===== src/rtl/foo_lift_pkg.sv =====
// Shared types for the lift feeder: the queued operand pair, the captured
// result, and the reference OR that the partial block is expected to compute.
package foo_lift_pkg;

  // One queued operand pair; both operands are full 2-bit values.
  typedef struct packed {
    logic [1:0] a;
    logic [1:0] b;
  } pair_t;

  // Result captured from the partial block when the head entry is consumed.
  typedef struct packed {
    logic [1:0] o;
    logic       err;
  } result_t;

  // What {O3,O0} must equal for a healthy partial block.
  function automatic logic [1:0] lift_ref(input pair_t p);
    return p.a | p.b;
  endfunction

endpackage


===== src/rtl/foo_lift_fifo.sv =====
// Circular operand-pair queue. Ready/valid are decoded purely from the
// registered occupancy count, so neither depends on this cycle's inputs and
// a push into an empty queue is visible on the output one cycle later.
module foo_lift_fifo
  import foo_lift_pkg::*;
#(
  parameter int DEPTH = 2
) (
  input  logic  CLK,
  input  logic  RESET,
  input  logic  in_valid,
  output logic  in_ready,
  input  pair_t in_data,
  output logic  out_valid,
  input  logic  out_ready,
  output pair_t head
);

  localparam int PTR_W = $clog2(DEPTH);
  localparam int CNT_BITS = PTR_W + 1;

  logic [PTR_W-1:0]    wr_ptr;
  logic [PTR_W-1:0]    rd_ptr;
  logic [CNT_BITS-1:0] count;
  pair_t               mem [DEPTH];

  logic push;
  logic pop;

  assign in_ready  = (count != CNT_BITS'(DEPTH));
  assign out_valid = (count != '0);
  assign push      = in_valid & in_ready;
  assign pop       = out_valid & out_ready;
  assign head      = mem[rd_ptr];

  // Pointer and occupancy bookkeeping; pointers wrap naturally at DEPTH.
  always_ff @(posedge CLK) begin
    // NOTE: sequential state uses non-blocking assignments so every register
    // samples the pre-edge values of the others, regardless of statement order.
    if (RESET) begin
      wr_ptr <= '0;
      rd_ptr <= '0;
      count  <= '0;
    end else begin
      if (push) wr_ptr <= wr_ptr + PTR_W'(1);
      if (pop)  rd_ptr <= rd_ptr + PTR_W'(1);
      case ({push, pop})
        2'b10:   count <= count + CNT_BITS'(1);
        2'b01:   count <= count - CNT_BITS'(1);
        default: count <= count;
      endcase
    end
  end

  // Entry storage.
  always_ff @(posedge CLK) begin
    // NOTE: the storage array is deliberately not reset; an entry is only
    // ever read after it has been written, so clearing it buys nothing.
    if (push) mem[wr_ptr] <= in_data;
  end

endmodule


===== src/rtl/foo_lift_feeder.sv =====
// Feeds queued operand pairs to a combinational "partial" block one bit-plane
// at a time (bit0 on I0/I1, bit1 on the lifted inputs), and when the head is
// consumed captures the partial's outputs and checks them for consistency.
module foo_lift_feeder
  import foo_lift_pkg::*;
#(
  parameter int DEPTH = 2,
  parameter int CNT_W = 8
) (
  input  logic             CLK,
  input  logic             RESET,
  input  logic             in_valid,
  output logic             in_ready,
  input  logic [1:0]       in_I0,
  input  logic [1:0]       in_I1,
  output logic             out_valid,
  input  logic             out_ready,
  output logic [1:0]       I0,
  output logic [1:0]       I1,
  output logic             lifted_input0,
  output logic             lifted_input1,
  input  logic             O0,
  input  logic             O2,
  input  logic             O3,
  input  logic             lifted_output_0,
  output logic             res_valid,
  output logic [1:0]       res_O,
  output logic             res_err,
  output logic [CNT_W-1:0] txn_count
);

  pair_t   in_pair;
  pair_t   head;
  result_t cap;
  result_t res_reg;
  logic    pop;

  assign in_pair.a = in_I0;
  assign in_pair.b = in_I1;

  foo_lift_fifo #(
    .DEPTH(DEPTH)
  ) u_fifo (
    .CLK      (CLK),
    .RESET    (RESET),
    .in_valid (in_valid),
    .in_ready (in_ready),
    .in_data  (in_pair),
    .out_valid(out_valid),
    .out_ready(out_ready),
    .head     (head)
  );

  assign pop = out_valid & out_ready;

  // Present the head's bit-planes to the partial; idle lines are held at 0.
  always_comb begin
    // NOTE: every output of this block gets a default first so no path
    // leaves a value unassigned, which would otherwise infer a latch.
    I0            = 2'b00;
    I1            = 2'b00;
    lifted_input0 = 1'b0;
    lifted_input1 = 1'b0;
    if (out_valid) begin
      I0            = {1'b0, head.a[0]};
      I1            = {1'b0, head.b[0]};
      lifted_input0 = head.a[1];
      lifted_input1 = head.b[1];
    end
  end

  // Evaluate the partial's returns against the head operands.
  always_comb begin
    cap.o   = {O3, O0};
    cap.err = (O2 != ~O0) || (lifted_output_0 != O0) || ({O3, O0} != lift_ref(head));
  end

  // Capture the checked result and count transactions on each pop.
  always_ff @(posedge CLK) begin
    if (RESET) begin
      res_valid <= 1'b0;
      res_reg   <= '0;
      txn_count <= '0;
    end else begin
      res_valid <= pop;
      if (pop) begin
        res_reg   <= cap;
        txn_count <= txn_count + CNT_W'(1);
      end
    end
  end

  assign res_O   = res_reg.o;
  assign res_err = res_reg.err;

endmodule


===== config.mk =====
export PLATFORM = sky130hd
export DESIGN_NAME = foo_lift_feeder
export DESIGN_NICKNAME = d
export VERILOG_FILES = /design/src/rtl/foo_lift_pkg.sv /design/src/rtl/foo_lift_fifo.sv /design/src/rtl/foo_lift_feeder.sv
export SDC_FILE = /design/constraint.sdc
export NUM_CORES = 1
export LEC_CHECK = 0
export ABC_CLOCK_PERIOD_IN_PS = 4000
export CAP_MARGIN = 20
export CELL_PAD_IN_SITES_DETAIL_PLACEMENT = 2
export CELL_PAD_IN_SITES_GLOBAL_PLACEMENT = 2
export CORE_MARGIN = 2
export CORE_UTILIZATION = 30
export DETAILED_ROUTE_END_ITERATION = 12
export GPL_TIMING_DRIVEN = 0
export PLACE_DENSITY_LB_ADDON = 0.08
export SYNTH_ARGS = -nofsm -noshare
export SYNTH_HDL_FRONTEND = slang
export SYNTH_SLANG_ARGS = --single-unit

===== constraint.sdc =====
create_clock -name CLK -period 4 [get_ports CLK]
set_input_delay 0.6 -clock CLK [delete_from_list [all_inputs] [get_ports CLK]]
set_output_delay 0.6 -clock CLK [all_outputs]
set_load 0.03 [all_outputs]

==> results of run 1 <==
[power by group]
group / total [uW] / leakage (uW) / switching, uW / internal (uW)
logic: 415 / 0.000304 / 240 / 175
registers: 355 / 0.000213 / 41.7 / 313
clock network: 112 / 0.0000150 / 72.6 / 39.0
total: 881 / 0.000532 / 354 / 527
[how the worst min path moves through the flow]
stage                                    start                    end  slack, ns  cells past startpoint
global placement         res_O[0]$_SDFFE_PP0P_  res_O[0]$_SDFFE_PP0P_       0.44                      2
floorplan           u_fifo.rd_ptr$_SDFFE_PP0P_              flip-flop       0.48                      2
global route             res_O[0]$_SDFFE_PP0P_  res_O[0]$_SDFFE_PP0P_       0.49                      2
CTS                      res_O[0]$_SDFFE_PP0P_  res_O[0]$_SDFFE_PP0P_       0.48                      2
detailed placement       res_O[0]$_SDFFE_PP0P_  res_O[0]$_SDFFE_PP0P_       0.46                      2
finish                   res_O[0]$_SDFFE_PP0P_  res_O[0]$_SDFFE_PP0P_       0.47                      2
[worst max-delay path: cells and delay by family (launching register included)]
family	cells	cell delay, ns
AND/OR/NAND/NOR	2	0.32
buffers and inverters	1	0.68
flip-flops	1	0.50
[state kept, by name (all words and copies together), names as in the netlist, named ones only]
signal and flops:
res_O 2, txn_count 8, u_fifo.wr_ptr 1, res_valid 1, u_fifo.rd_ptr 1, u_fifo.mem 8, res_err 1, u_fifo.count 2
[metal layers]
layer  global-route usage, %  vias to the layer above
met3                    2.64                        4
met5                       0                        -
met1                    18.1                      416
li1                        -                      416
met2                    22.0                       22
met4                    5.59                        0
[cells by family (layout without fill, tap and decap cells)]
group,after synthesis,after routing,share of synthesized area (%)
AOI/OAI and AO/OA,9,9,5.52
muxes,5,5,4.60
other,1,2,0.345
DFF,25,25,53.4
adders and majority gates,2,2,2.30
xor gates and xnor gates,12,12,9.67
buffers and inverters,8,40,4.49
and+or+nand+nor,45,45,19.7
[per-stage QoR]
step	setup slack (ns)	instance area, sq um	cells	total power [uW]
final	1.59	1460	186	881
after global routing	1.49	1460	186	946
after detailed placement	1.60	1430	182	782
after floorplan	2.20	1090	108	627
after global placement	1.66	1430	182	765
after CTS	1.56	1460	186	899
[synth_stat cells, types with 2 or more instances]
master,number,area share (%)
xor2_1,5,4.0
clkbuf_1,2,0.69
nor3_1,4,1.8
edfxtp_1,8,22
mux2i_1,5,4.6
dfxtp_1,17,31
a21oi_1,6,2.8
buf_4,3,2.1
xnor2_1,7,5.6
nand4_1,2,1.2
nor2_1,21,7.3
ha_1,2,2.3
nand2_1,11,3.8
[final cells by class]
type	instances	area, sq um	share of cell area [%]
tap	46	57.6	3.96
sequential	25	581	39.9
clock buffer	4	26.3	1.81
multi-input combinational	75	462	31.7
timing repair buffer	28	280	19.3
inverter	2	7.51	0.516
buffer	6	41.3	2.84
==> out/results.tsv, run 1 <==
metric	value	unit
status	finished clean	
period_minus_slack	2.41	ns
ir_drop	0.296	mV
crit_chain	nor2_1 -> nor2_1 -> clkdlybuf4s50_1	
wirelength	2500	um
cts_made_buffers	3	
crit_path_end_kind	output pin	
avgSynthCellArea	10.2	sq um
grt_antenna_before_repair	0	
via_per_inst	4.61	
die_w	64.2	um
clk_pin_slew	0.13	ns
finalHoldViolCount	0	
cpMostUsedCell	nor2_1	
n_fill_cell	382	
start_util	31.8	%
synthArstFlopShare	0	%
fmax	0.415	GHz
drt-met1-wl	1120	um
grt_pass1_wl	4380	um
setup_viol	0	
ioPinCount	32	
holdWs	0.468	ns
numPortBuffers	28	
leakagePower	0.000532	uW
fin_setup_tns	0	ns
fin_skew	0.00495	ns
max_stage_delay	0.68	ns
yosys_warnings	0	
cts_resized	0	
drcViolationCount	0	
coreArea	3420	sq um
final_nets	155	
cts_setup_buffers	0	
maxUsedRoutingLayer	met4	
layout-drive-gt1-share	7.86	%
gp_congestion	0.692	
mostFrequentLayoutCell	clkdlybuf4s50_1	
grt_pass1_vias	921	
htreeDepth	1	
insertion_delay	0.31	ns
power_density	605	nW/um^2
fp.dieH	64.2	um
grt_max_degree	14	
vias	858	
worst_path_max_delay_cell	clkdlybuf4s50_1	
critical_path.endpoint	lifted_input1	
area_growth	33.8	%
reg2reg_setup_slack	2.09	ns
cts_root_buf	clkbuf_4	
r2r_start	u_fifo.count[0]$_SDFFE_PP0P_	
final_max_slew_viol_count	0	
worst_hold_path_type	reg2reg	
synth-seq-cells	25	
clk_path_buf_depth	2	
netlist_area	1090	sq um
gr-total-overflow	0	
reg2regPathDepth	6	
drtIter0Drc	10	
timing.final.crit_share	60.2	%
final_core_util	42.6	%
antennaDiodeCount	0	
ys_seq_area_share	53.4	%
required	3.40	ns
critPathKind	reg2out	
cts_tree	built	
startpoint	u_fifo.count[0]$_SDFFE_PP0P_	
die_area	4120	sq um
critPathLaunchType	flip-flop	
place_hpwl	1980	um
rsz0062_at_grt	false	
dr_wl_met3	116	um
wl_per_cell	13.5	um
cts_sinks	25	
most-common-layout-cells	clkdlybuf4s50_1, nor2_1, dfxtp_1	
wl_met2	1230	um
std_cell_rows	21	
crit_arrival	1.81	ns
antenna_left	0	
drt_pass1_iterations	4	
cp_max_fo	5	
synth_edf_count	8	
groute.usage.overall	13.7	%
synth.distinct_cells	27	
hold_buffers	0	
maxCapViolCount	0	
ys.flop_type	dfxtp_1	
timing.rr.end	u_fifo.count[1]$_SDFFE_PP0P_	
synth_cells	107	
No activity file was read; power rests on OpenSTA's default activity.
==> run 2: changes to the inputs <==
Settings changed: ABC_CLOCK_PERIOD_IN_PS 4000 to 2150, CORE_UTILIZATION 30 to 25.
Clock period 4 ns to 2.15 ns, I/O delays scaled along.
==> run 2 against run 1 <==
Cell area rose by 2.0%. Power rose by 92%. Count of clock-buffer cells in the layout did not move. Critical endpoint is now I0[0].
==> out/results.tsv, run 2 (synthesis gave the netlist of run 1 again) <==
metric	value	unit
cts_setup_buffers	0	
groute.usage.overall	11.2	%
status	finished clean	
rsz0062_at_grt	false	
wirelength	2520	um
vias	856	
n_fill_cell	462	
worst_hold_path_type	in2reg	
critPathKind	reg2out	
drt_pass1_iterations	2	
fp.dieH	70.0	um
grt_pass1_wl	4490	um
period_minus_slack	2.03	ns
multi_input_area	462	sq um
drtIter0Drc	11	
required	1.83	ns
crit_arrival	1.70	ns
wl_met2	1250	um
most-common-layout-cells	clkdlybuf4s50_1, nor2_1, dfxtp_1	
grt_max_degree	14	
fin_setup_tns	0	ns
crit_path_end_kind	output pin	
cts_made_buffers	3	
seq_area	581	sq um
htreeDepth	1	
cp_max_fo	5	
cts_root_buf	clkbuf_8	
mostFrequentLayoutCell	clkdlybuf4s50_1	
wl_per_cell	13.3	um
insertion_delay	0.26	ns
layout-drive-gt1-share	7.86	%
final_nets	155	
antennaDiodeCount	0	
area_growth	36.5	%
maxUsedRoutingLayer	met4	
critPathLaunchType	flip-flop	
ioPinCount	32	
antenna_left	0	
final_max_slew_viol_count	0	
grt_antenna_before_repair	0	
grt_pass1_vias	948	
cts_tree	built	
reg_top3	txn_count (8), u_fifo.mem (8)	
die_area	4890	sq um
leakagePower	0.000572	uW
fin_skew	0.00541	ns
start_util	26.6	%
place_hpwl	1960	um
clk_path_buf_depth	2	
cts_sinks	25	
std_cell_rows	23	
clk_pin_slew	0.09	ns
dr_wl_met3	87	um
ir_drop	0.272	mV
finalHoldViolCount	0	
via_per_inst	4.51	
timing.final.crit_share	94.2	%
setup_viol	0	
gp_congestion	0.697	
drcViolationCount	0	
maxCapViolCount	0	
p_total	1690	uW
power_density	1140	nW/um^2
fmax	0.494	GHz
drt-met1-wl	1170	um
gr-total-overflow	0	
coreArea	4090	sq um
numPortBuffers	28	
die_w	70.0	um
==> run 2: cell type report <==
| cell class | instances | share of cell area, % |
|---|---|---|
| well taps | 50 | 4.22 |
| inverters | 2 | 0.506 |
| flip-flops and latches | 25 | 39.1 |
| plain buffers | 6 | 2.78 |
| clock buffers | 4 | 3.04 |
| repair buffers | 28 | 19.2 |
| multi-input cells | 75 | 31.1 |
==> run 2: per-stage QoR <==
step | std cells | cell area [sq um] | setup WS [ns] | util [%] | hold slack [ns]
6_report | 190 | 1480 | 0.125 | 36.3 | 0.388
5_1_grt | 190 | 1480 | 0.0103 | 36.3 | 0.435
3_3_place_gp | 186 | 1430 | 0.0856 | 35.1 | 0.447
2_1_floorplan | 108 | 1090 | 0.345 | - | 0.421
3_5_place_dp | 186 | 1430 | 0.0428 | 35.1 | 0.459
4_1_cts | 190 | 1480 | 0.0649 | 36.2 | 0.405
==> run 2: path summary, 6_finish.rpt <==
path	startpoint	to	slack (ns)	depth (start not counted)
max	u_fifo.count[0]$_SDFFE_PP0P_	I0[0]	0.12	3
min reg2reg	res_O[0]$_SDFFE_PP0P_	res_O[0]$_SDFFE_PP0P_	0.46	2
min	RESET	flip-flop	0.39	2
max reg2reg	u_fifo.count[0]$_SDFFE_PP0P_	u_fifo.count[1]$_SDFFE_PP0P_	0.28	6
==> run 2: power by group <==
group / switching [uW] / total [uW] / internal, uW
clock: 139 / 271 / 132
combinational: 441 / 763 / 322
sequential: 77.3 / 660 / 582
==> run 2: repair_timing <==
action | 4_1_cts | 5_1_grt
hold buffers | 0 | 0
gates resized for setup | 0 | 2
setup endpoints to repair | 0 | 2
==> run 2: critical path: stages, from the launching register on <==
cell and delay [ns]:
dfxtp_1 0.47, nor2_1 0.17, nor2_1 0.13, clkdlybuf4s50_1 0.68
==> run 2: per-layer routing <==
layer | vias to the layer above | GRT usage, %
li1 | 420 | -
met1 | 416 | 14.3
met2 | 18 | 19.7
met3 | 2 | 1.59
met4 | 0 | 3.21
met5 | - | 0
